<file path="config.mk">
export PLATFORM = sky130hd
export DESIGN_NAME = scope_capture_flat
export DESIGN_NICKNAME = d
export VERILOG_FILES = /design/src/rtl/scope_capture_if.sv /design/src/rtl/scope_capture.sv /design/src/flat_wrapper.sv
export SDC_FILE = /design/constraint.sdc
export NUM_CORES = 1
export LEC_CHECK = 0
export CAP_MARGIN = 20
export CORE_MARGIN = 10
export CORE_UTILIZATION = 40
export CTS_CLUSTER_SIZE = 16
export DETAILED_ROUTE_END_ITERATION = 12
export SLEW_MARGIN = 30
export SYNTH_ARGS = -nofsm -noshare
export SYNTH_HDL_FRONTEND = slang
export SYNTH_SLANG_ARGS = --single-unit
</file>
<file path="constraint.sdc">
create_clock -name clk -period 3.3 [get_ports clk]
set_input_delay 0.66 -clock clk [delete_from_list [all_inputs] [get_ports clk]]
set_output_delay 0.66 -clock clk [all_outputs]
set_load 0.05 [all_outputs]
</file>
<file path="src/rtl/scope_capture_if.sv">
// Bus bundle between the oscilloscope capture block and its environment:
// sample stream and trigger controls in, RAM write port and buffer handshake out.
interface scope_capture_if #(
  parameter int SAMPLE_W   = 16,
  parameter int DISP_W     = 8,
  parameter int DEPTH_LOG2 = 8
);
  logic                  new_sample_ready;
  logic [SAMPLE_W-1:0]   new_sample_in;
  logic [SAMPLE_W-1:0]   trig_level;
  logic                  trig_falling;
  logic                  auto_en;
  logic [3:0]            decim;
  logic                  wave_display_idle;
  logic [DEPTH_LOG2:0]   write_address;
  logic                  write_enable;
  logic [DISP_W-1:0]     write_sample;
  logic                  read_index;
  logic                  capture_done;

  // Capture block side: drives the RAM write port and buffer select.
  modport master (
    input  new_sample_ready, new_sample_in, trig_level, trig_falling,
           auto_en, decim, wave_display_idle,
    output write_address, write_enable, write_sample, read_index, capture_done
  );

  // Environment side: sample source, trigger controls and display.
  modport slave (
    output new_sample_ready, new_sample_in, trig_level, trig_falling,
           auto_en, decim, wave_display_idle,
    input  write_address, write_enable, write_sample, read_index, capture_done
  );
endinterface

</file>
<file path="src/rtl/scope_capture.sv">
// Triggered, decimated oscilloscope capture into a ping-pong display RAM.
// Captures always fill buffer ~read_index; the display owns read_index.
module scope_capture #(
  parameter int SAMPLE_W     = 16,
  parameter int DISP_W       = 8,
  parameter int DEPTH_LOG2   = 8,
  parameter int AUTO_TIMEOUT = 4096
) (
  input  logic             clk,
  input  logic             reset_n,
  scope_capture_if.master  bus
);
  localparam int DEPTH  = 1 << DEPTH_LOG2;
  localparam int AUTO_W = ($clog2(AUTO_TIMEOUT + 1) > 0) ? $clog2(AUTO_TIMEOUT + 1) : 1;

  typedef enum logic [1:0] {
    ARMED,
    ACTIVE,
    WAIT
  } state_t;

  state_t                      state, state_next;
  logic signed [SAMPLE_W-1:0]  prev_sample;
  logic                        prev_valid;
  logic [AUTO_W-1:0]           auto_cnt;
  logic [3:0]                  decim_lat;
  logic [3:0]                  dec_cnt;
  logic [DEPTH_LOG2-1:0]       count;
  logic [DEPTH_LOG2:0]         wr_addr;
  logic                        wr_en;
  logic [DISP_W-1:0]           wr_sample;
  logic                        read_idx;
  logic                        done_r;

  logic signed [SAMPLE_W-1:0]  sample_s;
  logic signed [SAMPLE_W-1:0]  level_s;
  logic [DISP_W-1:0]           disp_raw;
  logic [DISP_W-1:0]           disp_sample;
  logic                        edge_hit;
  logic                        auto_hit;
  logic                        trigger;
  logic                        accept;
  logic                        last_accept;
  logic                        release_buf;

  assign sample_s    = bus.new_sample_in;
  assign level_s     = bus.trig_level;
  assign disp_raw    = bus.new_sample_in[SAMPLE_W-1 -: DISP_W];
  // Signed to offset-binary: flip the top bit of the truncated sample.
  assign disp_sample = disp_raw ^ (DISP_W'(1) << (DISP_W - 1));

  // State register.
  always_ff @(posedge clk or negedge reset_n) begin
    if (!reset_n) state <= ARMED;
    else          state <= state_next;
  end

  // Trigger detection, accept decision and next-state logic.
  always_comb begin
    state_next  = state;
    trigger     = 1'b0;
    accept      = 1'b0;
    last_accept = 1'b0;
    release_buf = 1'b0;
    if (bus.trig_falling)
      edge_hit = prev_valid && (prev_sample >= level_s) && (sample_s < level_s);
    else
      edge_hit = prev_valid && (prev_sample < level_s) && (sample_s >= level_s);
    auto_hit = bus.auto_en && (auto_cnt >= AUTO_W'(AUTO_TIMEOUT));
    unique case (state)
      ARMED: begin
        if (bus.new_sample_ready && (edge_hit || auto_hit)) begin
          trigger    = 1'b1;
          accept     = 1'b1;
          state_next = ACTIVE;
        end
      end
      ACTIVE: begin
        if (bus.new_sample_ready && (dec_cnt == 4'd0)) begin
          accept = 1'b1;
          if (count == DEPTH_LOG2'(DEPTH - 1)) begin
            last_accept = 1'b1;
            state_next  = WAIT;
          end
        end
      end
      WAIT: begin
        // done_r marks the first WAIT cycle, in which the display is not polled.
        if (!done_r && bus.wave_display_idle) begin
          release_buf = 1'b1;
          state_next  = ARMED;
        end
      end
      default: state_next = ARMED;
    endcase
  end

  // Datapath: write port, counters, trigger history and buffer select.
  always_ff @(posedge clk or negedge reset_n) begin
    if (!reset_n) begin
      prev_sample <= '0;
      prev_valid  <= 1'b0;
      auto_cnt    <= '0;
      decim_lat   <= '0;
      dec_cnt     <= '0;
      count       <= '0;
      wr_addr     <= '0;
      wr_en       <= 1'b0;
      wr_sample   <= '0;
      read_idx    <= 1'b0;
      done_r      <= 1'b0;
    end else begin
      wr_en  <= accept;
      done_r <= last_accept;
      if (accept) begin
        wr_addr   <= {~read_idx, count};
        wr_sample <= disp_sample;
        count     <= count + 1'b1;
        dec_cnt   <= trigger ? bus.decim : decim_lat;
      end else if (state == ACTIVE && bus.new_sample_ready) begin
        dec_cnt <= dec_cnt - 1'b1;
      end
      if (trigger)
        decim_lat <= bus.decim;
      if (state == ARMED && bus.new_sample_ready && !trigger) begin
        prev_sample <= sample_s;
        prev_valid  <= 1'b1;
        if (auto_cnt != AUTO_W'(AUTO_TIMEOUT))
          auto_cnt <= auto_cnt + 1'b1;
      end
      if (release_buf) begin
        read_idx   <= ~read_idx;
        prev_valid <= 1'b0;
        auto_cnt   <= '0;
      end
    end
  end

  assign bus.write_address = wr_addr;
  assign bus.write_enable  = wr_en;
  assign bus.write_sample  = wr_sample;
  assign bus.read_index    = read_idx;
  assign bus.capture_done  = done_r;
endmodule

</file>
<file path="src/flat_wrapper.sv">
// flat-port wrapper written by rule: the top's interface ports become plain ports
module scope_capture_flat 
#(
  parameter int SAMPLE_W     = 16,
  parameter int DISP_W       = 8,
  parameter int DEPTH_LOG2   = 8,
  parameter int AUTO_TIMEOUT = 4096
)
  (clk, reset_n, bus_new_sample_ready, bus_new_sample_in, bus_trig_level, bus_trig_falling, bus_auto_en, bus_decim, bus_wave_display_idle, bus_write_address, bus_write_enable, bus_write_sample, bus_read_index, bus_capture_done);
  scope_capture_if #(.SAMPLE_W(SAMPLE_W), .DISP_W(DISP_W), .DEPTH_LOG2(DEPTH_LOG2)) bus_i ();
  input  logic clk;
  input  logic reset_n;
  input wire logic [$bits(bus_i.new_sample_ready)-1:0] bus_new_sample_ready;
  input wire logic [$bits(bus_i.new_sample_in)-1:0] bus_new_sample_in;
  input wire logic [$bits(bus_i.trig_level)-1:0] bus_trig_level;
  input wire logic [$bits(bus_i.trig_falling)-1:0] bus_trig_falling;
  input wire logic [$bits(bus_i.auto_en)-1:0] bus_auto_en;
  input wire logic [$bits(bus_i.decim)-1:0] bus_decim;
  input wire logic [$bits(bus_i.wave_display_idle)-1:0] bus_wave_display_idle;
  output wire logic [$bits(bus_i.write_address)-1:0] bus_write_address;
  output wire logic [$bits(bus_i.write_enable)-1:0] bus_write_enable;
  output wire logic [$bits(bus_i.write_sample)-1:0] bus_write_sample;
  output wire logic [$bits(bus_i.read_index)-1:0] bus_read_index;
  output wire logic [$bits(bus_i.capture_done)-1:0] bus_capture_done;
  assign bus_i.new_sample_ready = bus_new_sample_ready;
  assign bus_i.new_sample_in = bus_new_sample_in;
  assign bus_i.trig_level = bus_trig_level;
  assign bus_i.trig_falling = bus_trig_falling;
  assign bus_i.auto_en = bus_auto_en;
  assign bus_i.decim = bus_decim;
  assign bus_i.wave_display_idle = bus_wave_display_idle;
  assign bus_write_address = bus_i.write_address;
  assign bus_write_enable = bus_i.write_enable;
  assign bus_write_sample = bus_i.write_sample;
  assign bus_read_index = bus_i.read_index;
  assign bus_capture_done = bus_i.capture_done;
  scope_capture #(.SAMPLE_W(SAMPLE_W), .DISP_W(DISP_W), .DEPTH_LOG2(DEPTH_LOG2), .AUTO_TIMEOUT(AUTO_TIMEOUT)) u_core (.clk(clk), .reset_n(reset_n), .bus(bus_i));
endmodule
</file>
==> results by group, run 1 <==
Status
  – Run status: complete, no violations

Hold path
  – Worst hold path class: in -> async

Critical path
  – Maximum fanout along the worst path: 5
  – R2r endpoint: u_core.count[5]$_DFFE_PN0P_
  – Crit path kind: in -> reg
  – Crit. End Element: register
  – CP startpoint kind: input port
  – FF-to-FF Start: u_core.prev_sample[6]$_DFFE_PN0P_
  – WP data arrival: 3.48 ns
  – Critical Path RT: 3.53 ns
  – FF-to-FF path depth: 11
  – R2R Setup Slk: 0.30 ns

Detailed routing
  – Drc violations: 0
  – TritonRoute pass-1 iters: 4
  – Vias per cell: 5.153
  – Detailed Route Iter0 Violations: about 130
  – Via count: 3004
  – Total Wirelength: 9.254 mm
  – Final antenna-violating net count: 0
  – WL/cell: 15.87 um

Synthesis
  – Synth Instances: 356
  – Ys flop type: dfrtp_1
  – Post-Syn Nets: 435
  – Asr flop ratio synth: between 90% and 100%
  – Netlist Area Pre-Place: 0.003801 mm2
  – Synth area leaders: dfrtp_1 (45%), ha_1 (12%), mux2_2 (10%), a21oi_1 (3.0%), inv_1 (2.6%)
  – Yosys warning count: 0
  – Post-synth top area share: 44.77%
  – Avg Cell Area, Syn: 10.68 um2
  – Post-synth top area cell: dfrtp_1
  – #FFs+latches synth: between 60 and 70
  – EDFF count, synth: 0
  – Synth cell types: 45
  – Post-synthesis sequential area ratio: 44.77%

STA
  – Final Skew: approximately 0.015 ns
  – Hold Fails Final Rpt: 0
  – Max_slew headroom: 65.95%
  – Worst hold margin: 0.3125 ns
  – Final setup TNS: 0 ns
  – Peak Freq: 307.8 MHz
  – Fin crit share: 98.45%
  – Crit path time final: roughly 3.2 ns
  – Worst Max-Slew Pin Slew: 0.5092 ns
  – Worst Slack Setup Final: 0.05102 ns
  – Setup Viol. Count Final: 0
  – Final Max Tran Viols: 0

Power
  – Sequential power share: a little under two fifths
  – Clock share of power: 18.2%
  – Peak supply drop: 0.3589 mV
  – Pint: 2.286 mW
  – Psw: about 1.4 mW
  – Leak: 2.504 nW
  – Switching part of the total power: roughly two fifths
  – P per Cell Area: 683.7 mW/mm2
  – Total power: 3.722 mW
  – Combinational share of power: 45.1%

Placement
  – Placed inst area: 0.004740 mm2
  – Setup Slack @ Placement: -0.4914 ns
  – DP HPWL: 6.598 mm
  – Dpl cells: roughly 560
  – Port Buffers: 61
  – Final GP Congestion: 0.8316

Clock network
  – H-tree depth: 3
  – CTS root buf: clkbuf_8
  – Total CTS buffers: 9
  – Worst-path clk slew: 0.08 ns
  – CTS tree: built
  – CTS Hold Bufs: 0
  – Clock Tree Buf Depth: 2
  – Clk Latency, worst-skew pair: 0.35 ns
  – Clk sinks: 68

Finish
  – Multi-input logic area: 0.002330 mm2
  – Reg area: 0.001702 mm2
  – Diode count: 0
  – Layout fillers: 771
  – Area Overhead vs Synth: 43.22%
  – Final nets: 528
  – Fraction of layout cells with a size suffix above 1: between 30% and 40%
  – Finished Core Util: about 60%
  – Most frequent cells in the layout: dfrtp_1 (68), mux2_2 (35), clkdlybuf4s50_1 (34)
  – Design area: 0.005444 mm2
  – Commonest non-fill, non-tap cell in the layout: dfrtp_1
  – Non-Filler Instances: between 500 and 600

Global route
  – Initial antenna violation count: 0
  – Largest net degree at the start of global routing: 69
  – First-pass GRT wire length: 15.10 mm
  – Vias in the first global route: 3156
  – GR Util All Layers: 13.04%
  – Grt ovf: 0

Die
  – Core Area: 0.009240 mm2
  – Initial core utilization: ~41%
  – Row cnt: 35
  – Boundary pin count: between 60 and 70
  – Die X: 117.5 um
  – Die extent in y: about 120 um
  – DIE AREA: 0.01380 mm2

Run
  – Max Cap Viol: 0
-- per-layer routing --
metal | GRT usage, % | share of wire (%) | vias up
met5 | 0 | 0 | -
met4 | 5.487 | 1.5 | 0
met3 | 2.734 | 2.5 | 11
met2 | 21.22 | 49 | 52
met1 | 16.33 | 47 | 1472
li1 | - | - | 1469
-- critical path: stages --
cell             delay [ns]
clkdlybuf4s50_1        0.44
ha_1                   0.22
nor2b_2                0.10
o211ai_1               0.11
a2111o_1               0.42
o211ai_4               0.11
mux2i_2                0.30
a221oi_4               0.12
buf_6                  0.15
o21ai_4                0.30
or3b_4                 0.42
xnor2_1                0.12
-- power groups by stage --
stage / Combinational, mW / Sequential [mW] / Clock (mW)
global placement: 1.44 / 1.34 / 0
finish: 1.68 / 1.37 / 0.677
CTS: 1.53 / 1.34 / 0.696
detailed placement: 1.47 / 1.35 / 0
floorplan: 0.753 / 1.56 / 0
global route: 1.83 / 1.41 / 0.732
-- logic make-up (layout without fill, tap and decap cells) --
family	after synthesis	in the layout	synth area share [%]
adder cells (fa/ha/maj)	37	37	12.18
AND/OR/NAND/NOR	111	112	15.87
XOR/XNOR	15	15	3.456
buffers and inverters	35	132	3.719
multiplexers	38	38	11.16
AO/OA/AOI/OAI	52	52	8.854
flip-flops	68	68	44.77
-- cell usage after synthesis (all sizes together), types with 2 or more instances --
| cell type | number |
|---|---|
| and2 | 4 |
| mux2 | 35 |
| and4 | 2 |
| nor3 | 11 |
| a21o | 2 |
| clkbuf | 6 |
| nand2b | 3 |
| mux2i | 3 |
| nand4 | 14 |
| or4 | 4 |
| dfrtp | 68 |
| o211ai | 3 |
| o21ai | 8 |
| xor2 | 5 |
| inv | 26 |
| or3 | 5 |
| o31ai | 5 |
| ha | 37 |
| nand2 | 17 |
| nor2 | 23 |
| nor4 | 4 |
| a21oi | 23 |
| xnor2 | 10 |
| buf | 3 |
| nor2b | 4 |
| nor4b | 4 |
| o22ai | 2 |
| nand3 | 11 |
| and3 | 3 |
-- what timing repair did --
action	in CTS	in global routing
gates cloned	1	1
pin swaps	4	33
setup buffers	1	3
resized for setup	11	87
setup endpoints to repair	37	62
-- registers in the layout, summed over array words and instances (netlist names) --
name,flops
u_core.dec_cnt,4
u_core.bus.write_enable,1
u_core.bus.write_address,9
u_core.prev_sample,16
u_core.bus.write_sample,8
u_core.prev_valid,1
u_core.bus.capture_done,1
u_core.state,2
u_core.decim_lat,4
u_core.count,8
u_core.bus.read_index,1
u_core.auto_cnt,13
-- layout make-up --
cell class / instances / share of cell area [%]
multi-input cells: 254 / 42.79
flip-flops and latches: 68 / 31.26
repair buffers: 90 / 17.65
well taps: 129 / 2.965
clock buffers: 10 / 2.344
inverters: 26 / 1.793
clock inverters: 6 / 1.195
-- worst max path at each step --
stage                                                   endpoint  depth (start not counted)               start
final                                u_core.count[5]$_DFFE_PN0P_                         12   bus_trig_level[0]
after detailed placement          u_core.auto_cnt[9]$_DFFE_PN0P_                         13  bus_trig_level[15]
after global routing                 u_core.count[5]$_DFFE_PN0P_                         12   bus_trig_level[0]
after CTS                 u_core.bus.write_sample[3]$_DFFE_PN0P_                         13   bus_trig_level[7]
after floorplan                  u_core.auto_cnt[12]$_DFFE_PN0P_                         12  bus_trig_level[15]
after global placement            u_core.auto_cnt[9]$_DFFE_PN0P_                         13  bus_trig_level[11]
Power figures use the tool's default switching activity.
==> run 2: changes to the inputs <==
--- a/config.mk
+++ b/config.mk
@@ -6,7 +6,7 @@
 export NUM_CORES = 1
 export LEC_CHECK = 0
 export CAP_MARGIN = 20
-export CORE_MARGIN = 10
+export CORE_MARGIN = 8
 export CORE_UTILIZATION = 40
 export CTS_CLUSTER_SIZE = 16
 export DETAILED_ROUTE_END_ITERATION = 12
==> results by group, run 2 (synthesis gave the netlist of run 1 again) <==
Status
  – Run status: complete, no violations

Finish
  – Final nets: 531 (+0.57%)
  – Area Overhead vs Synth: 41.41%
  – Most frequent cells in the layout: dfrtp_1 (68), clkdlybuf4s50_1 (38), mux2_2 (35)
  – Fraction of layout cells with a size suffix above 1: 31.29% (+0.23 points)
  – Commonest non-fill, non-tap cell in the layout: dfrtp_1
  – Diode count: 0 (unchanged)
  – Number of flip-flops in the largest register: 16 (unchanged)
  – Top reg by flops: u_core.prev_sample
  – Non-Filler Instances: 586 (+0.51%)

Run
  – Max Cap Viol: 0 (unchanged)

Global route
  – Largest net degree at the start of global routing: 34 (-51%)
  – GR Util All Layers: 14.66% (+1.6 points)
  – Met1 Use GR: 18.72% (+2.4 points)
  – Global-route met3 utilization: 3.434% (+0.70 points)
  – Initial antenna violation count: 0 (unchanged)
  – GR peak layer: met2
  – First-pass GRT wire length: 15.41 mm (+2.1%)
  – Vias in the first global route: 3206 (+1.6%)
  – Met2 Usage GRT: 23.59% (+2.4 points)
  – Grt ovf: 0 (unchanged)

STA
  – Peak Freq: 315.3 MHz (+2.4%)
  – Max_slew headroom: 50.41% (-16 points)
  – Fin crit share: 96.12% (-2.3 points)
  – Worst Max-Slew Pin Slew: 0.7438 ns (+0.2346 ns)
  – Hold Fails Final Rpt: 0 (unchanged)
  – Final setup TNS: 0 ns (unchanged)
  – Setup Viol. Count Final: 0 (unchanged)
  – Final Max Tran Viols: 0 (unchanged)
  – Worst hold margin: 0.3752 ns (+0.06267 ns)
  – Crit path time final: 3.172 ns (-0.07708 ns)
  – Final Skew: 0.01200 ns (-0.002807 ns)

Critical path
  – Critical-path cell list: clkdlybuf4s50_1 > inv_2 > ha_4 > a21oi_1 > a2111o_1 > o211ai_4 > mux2i_2 > a221oi_2 > buf_4 > o21ai_4 > or3b_2 > xnor2_1
  – Critical Path RT: 3.53 ns (about the same)
  – WP data arrival: 3.40 ns (-0.08 ns)
  – Bufs and invs on worst path: 3 (+1)
  – Crit. End Element: register
  – Crit path kind: in -> reg
  – Maximum fanout along the worst path: 11 (+6)
  – R2R Setup Slk: 0.40 ns (+0.10 ns)
  – CP startpoint kind: input port
  – Crit path max-delay family: compound AO/OA/AOI/OAI gates
  – Delay of the slowest critical-path stage: 0.47 ns (+0.03 ns)
  – Crit-path slowest cell: clkdlybuf4s50_1

Clock network
  – Clk sinks: 68 (unchanged)
  – Total CTS buffers: 9 (unchanged)
  – Clock Tree Buf Depth: 2 (unchanged)
  – CTS Hold Bufs: 0 (unchanged)
  – Clk Latency, worst-skew pair: 0.35 ns (about the same)
  – CTS root buf: clkbuf_8
  – CTS tree: built
  – H-tree depth: 3 (unchanged)
  – Worst-path clk slew: 0.08 ns (about the same)

Die
  – Die extent in y: 113.5 um (-3.4%)
  – DIE AREA: 0.01288 mm2 (-6.7%)
  – Boundary pin count: 62 (unchanged)
  – Die X: 113.5 um (-3.4%)
  – Core Area: 0.009240 mm2 (unchanged)
  – Initial core utilization: 41.14% (unchanged)
  – Row cnt: 35 (unchanged)

Detailed routing
  – Vias per cell: 5.234 (+1.6%)
  – Total Wirelength: 9.253 mm (about the same)
  – Final antenna-violating net count: 0 (unchanged)
  – Drc violations: 0 (unchanged)
  – Via count: 3067 (+2.1%)
  – Detailed Route Iter0 Violations: 78 (-40%)
  – TritonRoute pass-1 iters: 4 (unchanged)
  – WL/cell: 15.79 um (-0.52%)

Power
  – Peak supply drop: 0.3482 mV (-3.0%)
  – Total power: 3.697 mW (-0.67%)
  – P per Cell Area: 687.8 mW/mm2 (+0.60%)
  – Leak: 2.389 nW (-4.6%)

Hold path
  – Worst hold path class: in -> async

Placement
  – Port Buffers: 61 (unchanged)
  – Final GP Congestion: 0.7691 (-7.5%)
  – DP HPWL: 6.597 mm (about the same)
  – Dpl cells: 559 (-0.36%)
run 2: changes by cell type in the layout (fill, tap and decap cells not counted), moves of 3 or more:
cell             before  now
buf_4                20   31
dlymetal6s2s_1       26   15
dlygate4sd2_1         0    7
clkdlybuf4s50_1      34   38
ha_1                 20   16
ha_4                 17   21
buf_6                 4    1
run 2: stage by stage:
stage	setup WS, ns	instance area, um2	util [%]
3_3_place_gp	-0.4167	4700	50.86
3_5_place_dp	-0.5294	4700	50.86
4_1_cts	-0.008773	5066	54.83
2_1_floorplan	0.1916	3801	-
5_1_grt	-0.0009408	5375	58.17
6_report	0.1281	5375	58.17
run 2: report_power, final:
part           internal (mW)  switching [mW]  total, mW
clock                  0.353           0.356      0.709
combinational          0.783           0.841       1.62
sequential              1.12           0.244       1.36
total                   2.26            1.44       3.70
run 2: layer usage:
metal  vias to the layer above  part of all wire (%)
met3                        12                   4.3
li1                       1479                     -
met2                        60                    48
met5                         -                     0
met4                         0                   1.5
met1                      1516                    46
run 2: layout make-up:
type / count / area [um2]
Clock buffer: 9 / 123.9
Clock inverter: 7 / 75.07
Fill cell: 829 / 3865
Inverter: 26 / 97.59
Multi-Input combinational cell: 253 / 2332
Sequential cell: 68 / 1702
Tap cell: 129 / 161.4
Timing Repair Buffer: 94 / 883.3
run 2: final timing paths:
check,startpoint,to,depth (start not counted)
max in group asynchronous,reset_n,u_core.prev_sample[0]$_DFFE_PN0P_,2
setup / recovery,bus_trig_level[3],u_core.count[5]$_DFFE_PN0P_,12
hold reg to reg,u_core.prev_sample[0]$_DFFE_PN0P_,u_core.prev_sample[0]$_DFFE_PN0P_,2
setup reg to reg,u_core.prev_sample[11]$_DFFE_PN0P_,u_core.count[5]$_DFFE_PN0P_,10
min in group clk,u_core.prev_sample[0]$_DFFE_PN0P_,u_core.prev_sample[0]$_DFFE_PN0P_,2
hold / removal,reset_n,u_core.prev_sample[9]$_DFFE_PN0P_,1
run 2: what timing repair did:
action / CTS / global route
buffers inserted: 7 / 3
cloned: 1 / 0
pin swaps: 25 / 23
setup endpoints to repair: 38 / 54
resized for setup: 25 / 53
